File: src/rtl/sha1_arbiter.sv
// Shares one sha1_core between two requesters, granting ownership for a whole multi-block message.
// Define ARB_STATS_EN to add per-requester block counters and an error counter.
module sha1_arbiter #(
    parameter int FIXED_PRI  = 0,
    parameter int WAIT_LIMIT = 15
) (
    input  logic         clk,
    input  logic         rst,
    input  logic         req0,
    input  logic         first0,
    input  logic         last0,
    input  logic [511:0] block0,
    output logic         ack0,
    output logic         gnt0,
    output logic         done0,
    input  logic         req1,
    input  logic         first1,
    input  logic         last1,
    input  logic [511:0] block1,
    output logic         ack1,
    output logic         gnt1,
    output logic         done1,
    output logic [159:0] digest,
    output logic         err,
    output logic         sha1_init,
    output logic         sha1_next,
    output logic [511:0] sha1_block,
`ifdef ARB_STATS_EN
    output logic [15:0]  blk_cnt0,
    output logic [15:0]  blk_cnt1,
    output logic [7:0]   err_cnt,
`endif
    input  logic         sha1_ready,
    input  logic [159:0] sha1_digest
);

    localparam int CW = (WAIT_LIMIT < 2) ? 1 : $clog2(WAIT_LIMIT);
    localparam logic [CW-1:0] LAST_WAIT = CW'(WAIT_LIMIT - 1);

    typedef enum logic [1:0] {IDLE, WAIT_BUSY, WAIT_DONE, HOLD} state_t;

    state_t         state, state_n;
    logic           owner, owner_n;
    logic           rr_ptr, rr_ptr_n;
    logic           last_q, last_n;
    logic [CW-1:0]  wait_cnt, wait_cnt_n;
    logic           gnt0_n, gnt1_n, ack0_n, ack1_n, done0_n, done1_n;
    logic           err_n, init_n, next_n;
    logic [511:0]   block_n;
    logic [159:0]   digest_n;
    logic           pick;
    logic           own_req, own_first, own_last;
    logic [511:0]   own_block;

    assign own_req   = owner ? req1   : req0;
    assign own_first = owner ? first1 : first0;
    assign own_last  = owner ? last1  : last0;
    assign own_block = owner ? block1 : block0;

    // All outputs are registered; this block computes their next values.
    always_comb begin
        state_n    = state;
        owner_n    = owner;
        rr_ptr_n   = rr_ptr;
        last_n     = last_q;
        wait_cnt_n = wait_cnt;
        gnt0_n     = gnt0;
        gnt1_n     = gnt1;
        ack0_n     = 1'b0;
        ack1_n     = 1'b0;
        done0_n    = 1'b0;
        done1_n    = 1'b0;
        err_n      = 1'b0;
        init_n     = 1'b0;
        next_n     = 1'b0;
        block_n    = sha1_block;
        digest_n   = digest;
        pick       = req1;
        if (req0 && req1) begin
            pick = (FIXED_PRI != 0) ? 1'b0 : rr_ptr;
        end

        case (state)
            IDLE: begin
                if (req0 || req1) begin
                    owner_n    = pick;
                    gnt0_n     = ~pick;
                    gnt1_n     = pick;
                    ack0_n     = ~pick;
                    ack1_n     = pick;
                    block_n    = pick ? block1 : block0;
                    last_n     = pick ? last1 : last0;
                    init_n     = 1'b1;
                    wait_cnt_n = '0;
                    state_n    = WAIT_BUSY;
                end
            end
            WAIT_BUSY: begin
                if (!sha1_ready) begin
                    state_n = WAIT_DONE;
                end else if (wait_cnt == LAST_WAIT) begin
                    err_n   = 1'b1;
                    gnt0_n  = 1'b0;
                    gnt1_n  = 1'b0;
                    state_n = IDLE;
                end else begin
                    wait_cnt_n = wait_cnt + 1'b1;
                end
            end
            WAIT_DONE: begin
                if (sha1_ready) begin
                    digest_n = sha1_digest;
                    done0_n  = ~owner;
                    done1_n  = owner;
                    if (last_q) begin
                        gnt0_n   = 1'b0;
                        gnt1_n   = 1'b0;
                        rr_ptr_n = ~owner;
                        state_n  = IDLE;
                    end else begin
                        state_n = HOLD;
                    end
                end
            end
            HOLD: begin
                // The core holds chaining state, so only the owner may continue.
                if (own_req) begin
                    ack0_n     = ~owner;
                    ack1_n     = owner;
                    block_n    = own_block;
                    last_n     = own_last;
                    init_n     = own_first;
                    next_n     = ~own_first;
                    wait_cnt_n = '0;
                    state_n    = WAIT_BUSY;
                end
            end
            default: state_n = IDLE;
        endcase
    end

    always_ff @(posedge clk) begin
        if (rst) begin
            state      <= IDLE;
            owner      <= 1'b0;
            rr_ptr     <= 1'b0;
            last_q     <= 1'b0;
            wait_cnt   <= '0;
            gnt0       <= 1'b0;
            gnt1       <= 1'b0;
            ack0       <= 1'b0;
            ack1       <= 1'b0;
            done0      <= 1'b0;
            done1      <= 1'b0;
            err        <= 1'b0;
            sha1_init  <= 1'b0;
            sha1_next  <= 1'b0;
            sha1_block <= '0;
            digest     <= '0;
        end else begin
            state      <= state_n;
            owner      <= owner_n;
            rr_ptr     <= rr_ptr_n;
            last_q     <= last_n;
            wait_cnt   <= wait_cnt_n;
            gnt0       <= gnt0_n;
            gnt1       <= gnt1_n;
            ack0       <= ack0_n;
            ack1       <= ack1_n;
            done0      <= done0_n;
            done1      <= done1_n;
            err        <= err_n;
            sha1_init  <= init_n;
            sha1_next  <= next_n;
            sha1_block <= block_n;
            digest     <= digest_n;
        end
    end

`ifdef ARB_STATS_EN
    always_ff @(posedge clk) begin
        if (rst) begin
            blk_cnt0 <= '0;
            blk_cnt1 <= '0;
            err_cnt  <= '0;
        end else begin
            if (done0_n && blk_cnt0 != 16'hFFFF) blk_cnt0 <= blk_cnt0 + 16'd1;
            if (done1_n && blk_cnt1 != 16'hFFFF) blk_cnt1 <= blk_cnt1 + 16'd1;
            if (err_n && err_cnt != 8'hFF) err_cnt <= err_cnt + 8'd1;
        end
    end
`else
    // Statistics counters are not built in this configuration.
`endif

endmodule
File: config.mk
export PLATFORM = sky130hd
export DESIGN_NAME = sha1_arbiter
export DESIGN_NICKNAME = d
export VERILOG_FILES = /design/src/rtl/sha1_arbiter.sv
export SDC_FILE = /design/constraint.sdc
export NUM_CORES = 1
export LEC_CHECK = 0
export ABC_AREA = 1
export BUFFER_PORTS_ARGS = -buffer_cell sky130_fd_sc_hd__buf_2
export CAP_MARGIN = 20
export CORE_AREA = 3 3 736 738
export DETAILED_ROUTE_END_ITERATION = 16
export DIE_AREA = 0 0 739 741
export PLACE_DENSITY = 0.31
export SLEW_MARGIN = 25
export SYNTH_ARGS = -nofsm -noshare
export SYNTH_HDL_FRONTEND = slang
export SYNTH_SLANG_ARGS = --single-unit
File: constraint.sdc
create_clock -name clk -period 2.7 [get_ports clk]
set_input_delay 0.27 -clock clk [delete_from_list [all_inputs] [get_ports clk]]
set_output_delay 0.27 -clock clk [all_outputs]
set_load 0.02 [all_outputs]
[Word level (Yosys, flattened, before mapping)]
Index checks and enable logic that the tools add are counted.
Storage, ports and cells
  register bits after elaboration: 690
Cells by class
  add/subtract/negate cells: 1
  equal/unequal tests: 12
  mux-type cells: 43
  bitwise logic cells: 8
  reduce and logical (&&, ||, !) cells: 16
Operator list (number)
  $mux 512: 4
  $pmux 512 s2: 1
  $mux 1: 20
  $mux 4: 4
  $ne 2x2->1 const B: 7
  $mux 2: 6
  $pmux 4 s3: 1
  $reduce_or 3->1: 3
  $not 1->1: 8
  $pmux 1 s2: 4
  $pmux 2 s4: 1
  $pmux 1 s3: 2
  $reduce_and 3->1: 2
  $reduce_and 6->1: 1
  $reduce_bool 3->1: 2
  $reduce_and 5->1: 1
  $add 4x1->4 const B: 1
  $eq 2x2->1 const B: 2
  $eq 4x4->1 const B: 1
  $reduce_and 2->1: 2
  $reduce_and 4->1: 1
  $ne 3x3->1 const B: 1
  $eq 2x1->1 const B: 1
  $logic_not 2->1: 1
  other kinds (3): 3

[Logic depth before layout (Yosys ltp)]
Gate-level depths: netlist of run 1.
  depth after elaboration: 5
  gate-level depth with buffers: 11
  depth with buffers taken out: 10

[Least setup slack after synthesis of run 1]
Ideal clock, no wire load.
  path kind: flip-flop to flip-flop
  start point: reg state[0]
  end point: reg sha1_block[216]
  arrival: 1.629 ns
  required time: 2.588 ns
  path slack: 0.960 ns
  cell stages (with the launch flop): 11
  path buffers: 3
  period minus slack after synthesis: 1.740 ns
  cell sequence: dfxtp_1 ha_1 inv_1 buf_2 clkbuf_1 buf_1 a21oi_1 o21ai_0 nand2_1 nor2_1 nor2_1
On the way
  longest elaborated chain between the ends: 3
RTL lines
  start, declared: line 42  | state_t state, state_n;
  start signal, assigned: line 161  | state <= state_n;
  $eq 2x2->1 / $logic_not 2->1 (equally long branches): line 83  | case (state)
  $ne 2x2->1 (no source line) / $reduce_bool 2->1 (equally long branches)
  $reduce_and 3->1 (no source line)
  end signal, assigned: line 175  | sha1_block <= block_n;
  end, declared: line 27  | output logic [511:0] sha1_block,
Parallel ways exist; a longest one is shown, timed or not.
A chain may end at the register's enable or synchronous reset.

[Worst setup path after layout of run 1]
  start point: reg owner
  end point: reg sha1_block[324]
On the way
  longest elaborated chain between the ends: 3
RTL lines
  start, declared: line 43  | logic owner, owner_n;
  start signal, assigned: line 162  | owner <= owner_n;
  $mux 512 / $mux 1 (equally long branches): line 58, 55
  $mux 512 / $ne 2x2->1 (equally long branches)
  $pmux 512 s2 / $reduce_and 3->1 (equally long branches)
Parallel ways exist; a longest one is shown, timed or not. The select of a mux whose other input is x is not followed.

==> results of run 1 <==
## metrics by stage
step | cell area (sq um) | utilization, % | std cells | power, uW
finish | 83600 | 15.6 | 18500 | 74600
global route | 83500 | 15.6 | 18500 | 80500
CTS | 83300 | 15.5 | 18400 | 75900
detailed placement | 65400 | 12.2 | 16800 | 57800
global placement | 65400 | 12.2 | 16800 | 57900
floorplan | 46300 | - | 8074 | 38000
## timing repair
action	in CTS	in global routing
setup buffers	0	1
hold endpoints to repair	687	0
hold buffers	1415	0
resized for setup	0	16
setup endpoints to repair	0	126
## cells by family after synthesis
group,count (synthesis)
DFF,690
and+or+nand+nor,4507
AOI/OAI and AO/OA,1199
adders and majority gates,8
buffers and inverters,1669
xor gates and xnor gates,1
## Yosys cell counts
master / number / area share [%]
or2_2: 1 / 0.014
nand3_2: 1 / 0.022
o21bai_1: 2 / 0.032
nand2_1: 2097 / 17
nand3_1: 521 / 5.6
buf_6: 21 / 0.51
a21oi_1: 520 / 5.6
buf_2: 128 / 1.4
o21ai_0: 677 / 7.3
nand4_1: 2 / 0.027
buf_1: 94 / 0.76
nand3b_1: 513 / 8.3
clkbuf_1: 316 / 2.6
nor2_1: 1367 / 11
clkinv_1: 1 / 0.0081
buf_4: 62 / 1.0
nor3_1: 4 / 0.043
inv_1: 1043 / 8.5
inv_2: 2 / 0.016
xnor2_1: 1 / 0.019
buf_8: 2 / 0.065
nand2_2: 1 / 0.014
ha_1: 8 / 0.22
dfxtp_1: 690 / 30
## report_power, final
| part | total, uW | switching, uW | internal [uW] |
|---|---|---|---|
| Combinational | 42800 | 29700 | 13100 |
| Sequential | 16600 | 2680 | 13900 |
| Clock | 15200 | 6230 | 8990 |
## registers in the layout, indices dropped and copies added (netlist names), 2 cells and up
| signal | count |
|---|---|
| digest | 160 |
| sha1_block | 512 |
| state | 2 |
| wait_cnt | 4 |
## final timing paths
path	start	endpoint	slack, ps	cells past startpoint
max	owner	sha1_block[324]	140	10
min	block0[92]	sha1_block[92]	100	8
max reg2reg	owner	sha1_block[324]	140	10
min reg2reg	digest[132]	digest[132]	480	2
## final cells by class
class	instances	share of cell area, %
repair buffers	3623	32.6
well taps	7181	10.7
repair inverters	1	0.0105
clock buffers	155	3.78
inverters	1046	4.74
multi-input cells	5715	30.7
flip-flops and latches	690	16.5
diodes	74	0.221
clock inverters	42	0.625
## worst min-delay path: cells and delay by family
kind / cells / cell delay (ps)
AND/OR/NAND/NOR: 5 / 380
buffers and inverters: 3 / 250
## layer usage
layer	global-route usage (%)	wire length [um]
met5	0	258
met1	18.3	181000
met2	22.0	176000
met4	4.29	13900
met3	6.36	46000
==> impl_metrics.csv, run 1 <==
group,metric,value,unit
critical_path,cp-end-kind,"flop",
yosys,syn_area,46300,sq um
detailed_routing,dr.first_iter.drc_count,4804,
yosys,synthSimpleGateAreaFrac,42.2,%
clocking,clkLatencyLatePin,900,ps
global_routing,grt_first_pass_wirelength,548,mm
sta,final-setup-viol-count,0,
yosys,synth_top_family_by_area,"simple AND/OR/NAND/NOR gates",
floorplanning,die_x,739,um
floorplanning,fp-row-count,269,
sta,fmax,390,MHz
detailed_routing,via_per_inst,3.48,
clocking,path_clk_slew,70,ps
global_routing,antenna_found_initial,161,
detailed_routing,wire_per_inst,22.5,um
critical_path,cp.required,3410,ps
finish,final_common_cell,"nand2_1",
finish,n_fill_cell,62700,
yosys,synth_compound_area_share,13.0,%
critical_path,cp_common_cell,"nor2_1",
place,dp.final_hpwl,344,mm
sta,hold_viol_final,0,
finish,layout.nets,12400,
status,outcome,"finished clean",
yosys,ys_ff_latch,690,
clocking,h-tree-depth,3,
sta,clock_skew,64.5,ps
finish,final_cell_mix,"nand2_1, buf_2, dlygate4sd3_1",
critical_path,cpLargestDelayFamily,"buffers and inverters",
detailed_routing,drcViolationCount,0,
critical_path,critPathSlowestCell,"dlygate4sd3_1",
finish,area_growth,80.7,%
sta,slew_headroom,37.7,%
sta,tns,0,ps
critical_path,cp_max_fo,29,
place,routabilityCongestion,0.944,
power,vdd_ir_drop_max,0.687,mV
floorplanning,core_area,536000,sq um
sta,rsz0062_at_grt,"false",
yosys,synthCells,8074,
sta,hold_slack,100,ps
global_routing,grt_overflow,0,
hold_path,holdCritPathClass,"primary input to flop",
yosys,synth_xor_xnor_area_share,0.0189,%
global_routing,grt_pass1_vias,62000,
sta,min_period,2560,ps
clocking,numClockSinks,690,
power,power.leakage,0.0403,uW
clocking,clockRootBuffer,"clkbuf_16",
clocking,clockBufferDepth,4,
power,powerDensity,892,nW/um^2
place,portBuffers,1873,
detailed_routing,vias,64400,
clocking,cts_buffers,110,
global_routing,grt_use_total,14.4,%
place,dp_slack,278,ps
critical_path,worstSetupPathType,"flop to flop",
yosys,ys_warn_count,0,
floorplanning,dieArea,548000,sq um
floorplanning,initial_core_util,8.63,%
critical_path,slowest_delay,570,ps
yosys,syn_nets,9275,
yosys,synthAdderAreaFrac,0.216,%
yosys,synth_area_per_cell,5.73,sq um
critical_path,worst-path-buf-inv,5,
detailed_routing,totalWireLength,417,mm
floorplanning,die_h,741,um
run,max-cap-violations,0,
critical_path,crit_arrival,3270,ps
finish,seqCellArea,13800,sq um
sta,slew_viol_final,0,
yosys,synthMuxAreaShare,0,%
sta,max_slew.worst_pin.slew,925,ps
detailed_routing,postRouteAntennaNets,0,
critical_path,worst_setup_path_start_kind,"flop",
critical_path,crit_chain,"inv_8 > buf_12 > buf_16 > buf_4 > a21oi_1 > o21ai_0 > dlygate4sd3_1 > nand2_1 > nor2_1 > nor2_1",
finish,layout-drive-gt1-share,21.3,%
sta,min_period_over_period,95.0,%
yosys,synth-seq-area-share,29.8,%
global_routing,grt_max_degree,111,
clocking,cts_tree,"built",
sta,final.setup.worst_slack,136,ps
detailed_routing,drtPass1Iterations,7,
finish,multi_input_area,25700,sq um
yosys,synth_cell_types,24,
floorplanning,ioPinCount,1874,
No activity file was read; power rests on OpenSTA's default activity.
==> run 2: changes to the inputs <==
--- a/config.mk
+++ b/config.mk
@@ -5,13 +5,12 @@
 export SDC_FILE = /design/constraint.sdc
 export NUM_CORES = 1
 export LEC_CHECK = 0
-export ABC_AREA = 1
 export BUFFER_PORTS_ARGS = -buffer_cell sky130_fd_sc_hd__buf_2
 export CAP_MARGIN = 20
-export CORE_AREA = 3 3 736 738
+export CORE_AREA = 3 3 725 727
 export DETAILED_ROUTE_END_ITERATION = 16
-export DIE_AREA = 0 0 739 741
-export PLACE_DENSITY = 0.31
+export DIE_AREA = 0 0 728 730
+export PLACE_DENSITY = 0.3
 export SLEW_MARGIN = 25
 export SYNTH_ARGS = -nofsm -noshare
 export SYNTH_HDL_FRONTEND = slang
==> run 2 against run 1 <==
Against the previous run: synthesized cell count shrank 54%; utilization shrank 3.0 points; register-to-register slack gained 40 ps; routed wire length shrank 4.3%; combinational power shrank 58%; die area shrank 3.0%; non-clock buffer count shrank 378; clock-buffer cell count shrank 10.
==> impl_metrics.csv, run 2 <==
group,metric,value,unit
finish,largest_register_ff_count,512,
critical_path,cp-end-kind,"flop",
sta,fmax,396,MHz
clocking,path_clk_slew,70,ps
clocking,clockBufferDepth,4,
critical_path,cp.required,3400,ps
status,outcome,"finished clean",
global_routing,grt_overflow,0,
sta,hold_viol_final,0,
yosys,synth_top_flop_cell,"dfxtp_1",
sta,rsz0062_at_grt,"false",
detailed_routing,dr.first_iter.drc_count,2453,
critical_path,crit_arrival,3230,ps
sta,min_period_over_period,93.5,%
yosys,synth_edf_count,0,
clocking,cts_tree,"built",
place,placed_area,49800,sq um
power,powerDensity,699,nW/um^2
floorplanning,initial_core_util,6.05,%
yosys,synth_top_area_cell,"dfxtp_1",
clocking,clkLatencyLatePin,890,ps
detailed_routing,via_per_inst,3.09,
sta,final-setup-viol-count,0,
yosys,synth_top_area_share,43.9,%
yosys,ys_ff_latch,690,
yosys,syn_nets,4923,
detailed_routing,drtPass1Iterations,5,
critical_path,worstSetupPathType,"flop to flop",
floorplanning,dieArea,531000,sq um
floorplanning,ioPinCount,1874,
global_routing,grt_pass1_vias,43900,
yosys,synthTopCellsByCount,"nand2_1, dfxtp_1, a21oi_1, a311oi_2, clkbuf_1",
clocking,cts_buffers,104,
floorplanning,die_h,730,um
power,vdd_ir_drop_max,0.532,mV
finish,final_common_cell,"buf_2",
clocking,post_cts_buffers,0,
yosys,ys_warn_count,0,
critical_path,crit_chain,"ha_1 > nand2b_1 > o21a_4 > buf_12 > buf_12 > nand2_1 > a311oi_2",
critical_path,worst_setup_path_start_kind,"flop",
critical_path,cp_max_fo,85,
run,max-cap-violations,0,
clocking,h-tree-depth,3,
floorplanning,fp-row-count,265,
yosys,async_reset_ff_share,0,%
yosys,synthTopCellsByArea,"dfxtp_1, a311oi_2, nand2_1",
critical_path,cp_common_cell,"buf_12",
global_routing,antenna_found_initial,143,
global_routing,grt_first_pass_wirelength,495,mm
detailed_routing,drcViolationCount,0,
finish,layout-drive-gt1-share,38.1,%
detailed_routing,postRouteAntennaNets,0,
yosys,synth_cell_types,47,
detailed_routing,vias,42400,
yosys,syn_area,31500,sq um
critical_path,critPathSlowestCell,"dfxtp_1",
finish,top_register,"sha1_block",
yosys,synthCells,3722,
yosys,synth_area_per_cell,8.46,sq um
finish,layout.nets,7874,
yosys,yosysMostFrequentCell,"nand2_1",
yosys,synth-seq-area-share,43.9,%
sta,tns,0,ps
finish,stdcell_count,13700,
finish,final_cell_mix,"buf_2, nand2_1, dlygate4sd3_1",
clocking,numClockSinks,690,
hold_path,holdCritPathClass,"primary input to flop",
detailed_routing,totalWireLength,399,mm
sta,hold_slack,158,ps
finish,finish.instance_area,65400,sq um
sta,max_slew.worst_pin.slew,931,ps
place,dp.final_hpwl,344,mm
global_routing,grt_max_degree,86,
place,dp_cells,12300,
sta,min_period,2530,ps
floorplanning,die_x,728,um
place,routabilityCongestion,0.962,
power,power.leakage,0.0262,uW
detailed_routing,wire_per_inst,29.0,um
sta,slew_viol_final,0,
sta,clock_skew,121,ps
clocking,clockRootBuffer,"clkbuf_16",
global_routing,grt_use_total,14.3,%
floorplanning,core_area,520000,sq um
sta,slew_headroom,38.3,%
critical_path,slowest_delay,420,ps
place,portBuffers,1873,
finish,area_growth,108,%
finish,top_regs,"sha1_block (512), digest (160), wait_cnt (4)",
[run 2: changes by cell type in the layout (fill, tap and decap cells not counted), moves of 350 or more]
cell,change
a311oi_2,+350
inv_1,-1034
nand2_1,-739
nand3_1,-515
nand3b_1,-511
nor2_1,-1363
o21ai_0,-670
[run 2: what timing repair did]
action                     4_1_cts  5_1_grt
setup endpoints to repair        0       43
hold endpoints to repair       685        0
gates resized for setup          0        1
hold buffers                  1194        0
[run 2: area by class of cell]
class / count / area (sq um)
Tap cell: 6942 / 8690
Fill cell: 60200 / 455000
Antenna cell: 57 / 143
Inverter: 7 / 26.3
Sequential cell: 690 / 13800
Multi-Input combinational cell: 2625 / 15800
Clock inverter: 36 / 528
Clock buffer: 145 / 2980
Timing Repair Buffer: 3245 / 23400
[run 2: critical path, delay by kind of cell, from the launching register on]
| family | cells | cell delay (ps) |
|---|---|---|
| adders and majority gates | 1 | 310 |
| DFF | 1 | 420 |
| AOI/OAI and AO/OA | 2 | 490 |
| and+or+nand+nor | 2 | 380 |
| buffers and inverters | 2 | 550 |
[run 2: layer usage]
layer  GRT usage, %  up-vias  wire length (um)
met4           5.44       26             18700
met3           6.67      522             43600
met2           22.8     1878            178000
met5              0        -               185
met1           16.7    20800            159000
li1               -    19300                 -
[run 2: cells by family (layout without fill, tap and decap cells)]
| group | count (synthesis) | in the layout | share of synthesized area, % |
|---|---|---|---|
| flops | 690 | 690 | 43.9 |
| other cells | 0 | 57 | 0 |
| fa+ha+maj | 8 | 8 | 0.318 |
| mux | 1 | 1 | 0.0318 |
| simple gates | 1401 | 1401 | 17.1 |
| compound gates | 1215 | 1215 | 32.6 |
| buf+inv | 407 | 3433 | 6.05 |
[run 2: worst paths after layout]
| path | end | cells after the start | start | slack, ps |
|---|---|---|---|---|
| min | digest[142] | 4 | sha1_digest[142] | 160 |
| min reg2reg | digest[42] | 2 | digest[42] | 450 |
| max reg2reg | sha1_block[263] | 7 | state[0] | 170 |
| max | sha1_block[263] | 7 | state[0] | 170 |
[run 2: through the flow]
step	util (%)	setup slack, ps	power (uW)
6_report	12.6	175	45700
5_1_grt	12.6	8.60	47900
4_1_cts	12.5	96.6	46800
3_5_place_dp	9.57	193	30000
3_3_place_gp	9.57	221	30000
2_1_floorplan	-	707	19800
[run 2: where the power goes]
group          internal [uW]  switching (uW)  leakage [uW]
clock                   8620            5970       0.00171
combinational           5500           12600        0.0188
sequential             11700            1280       0.00569
total                  25900           19800        0.0262
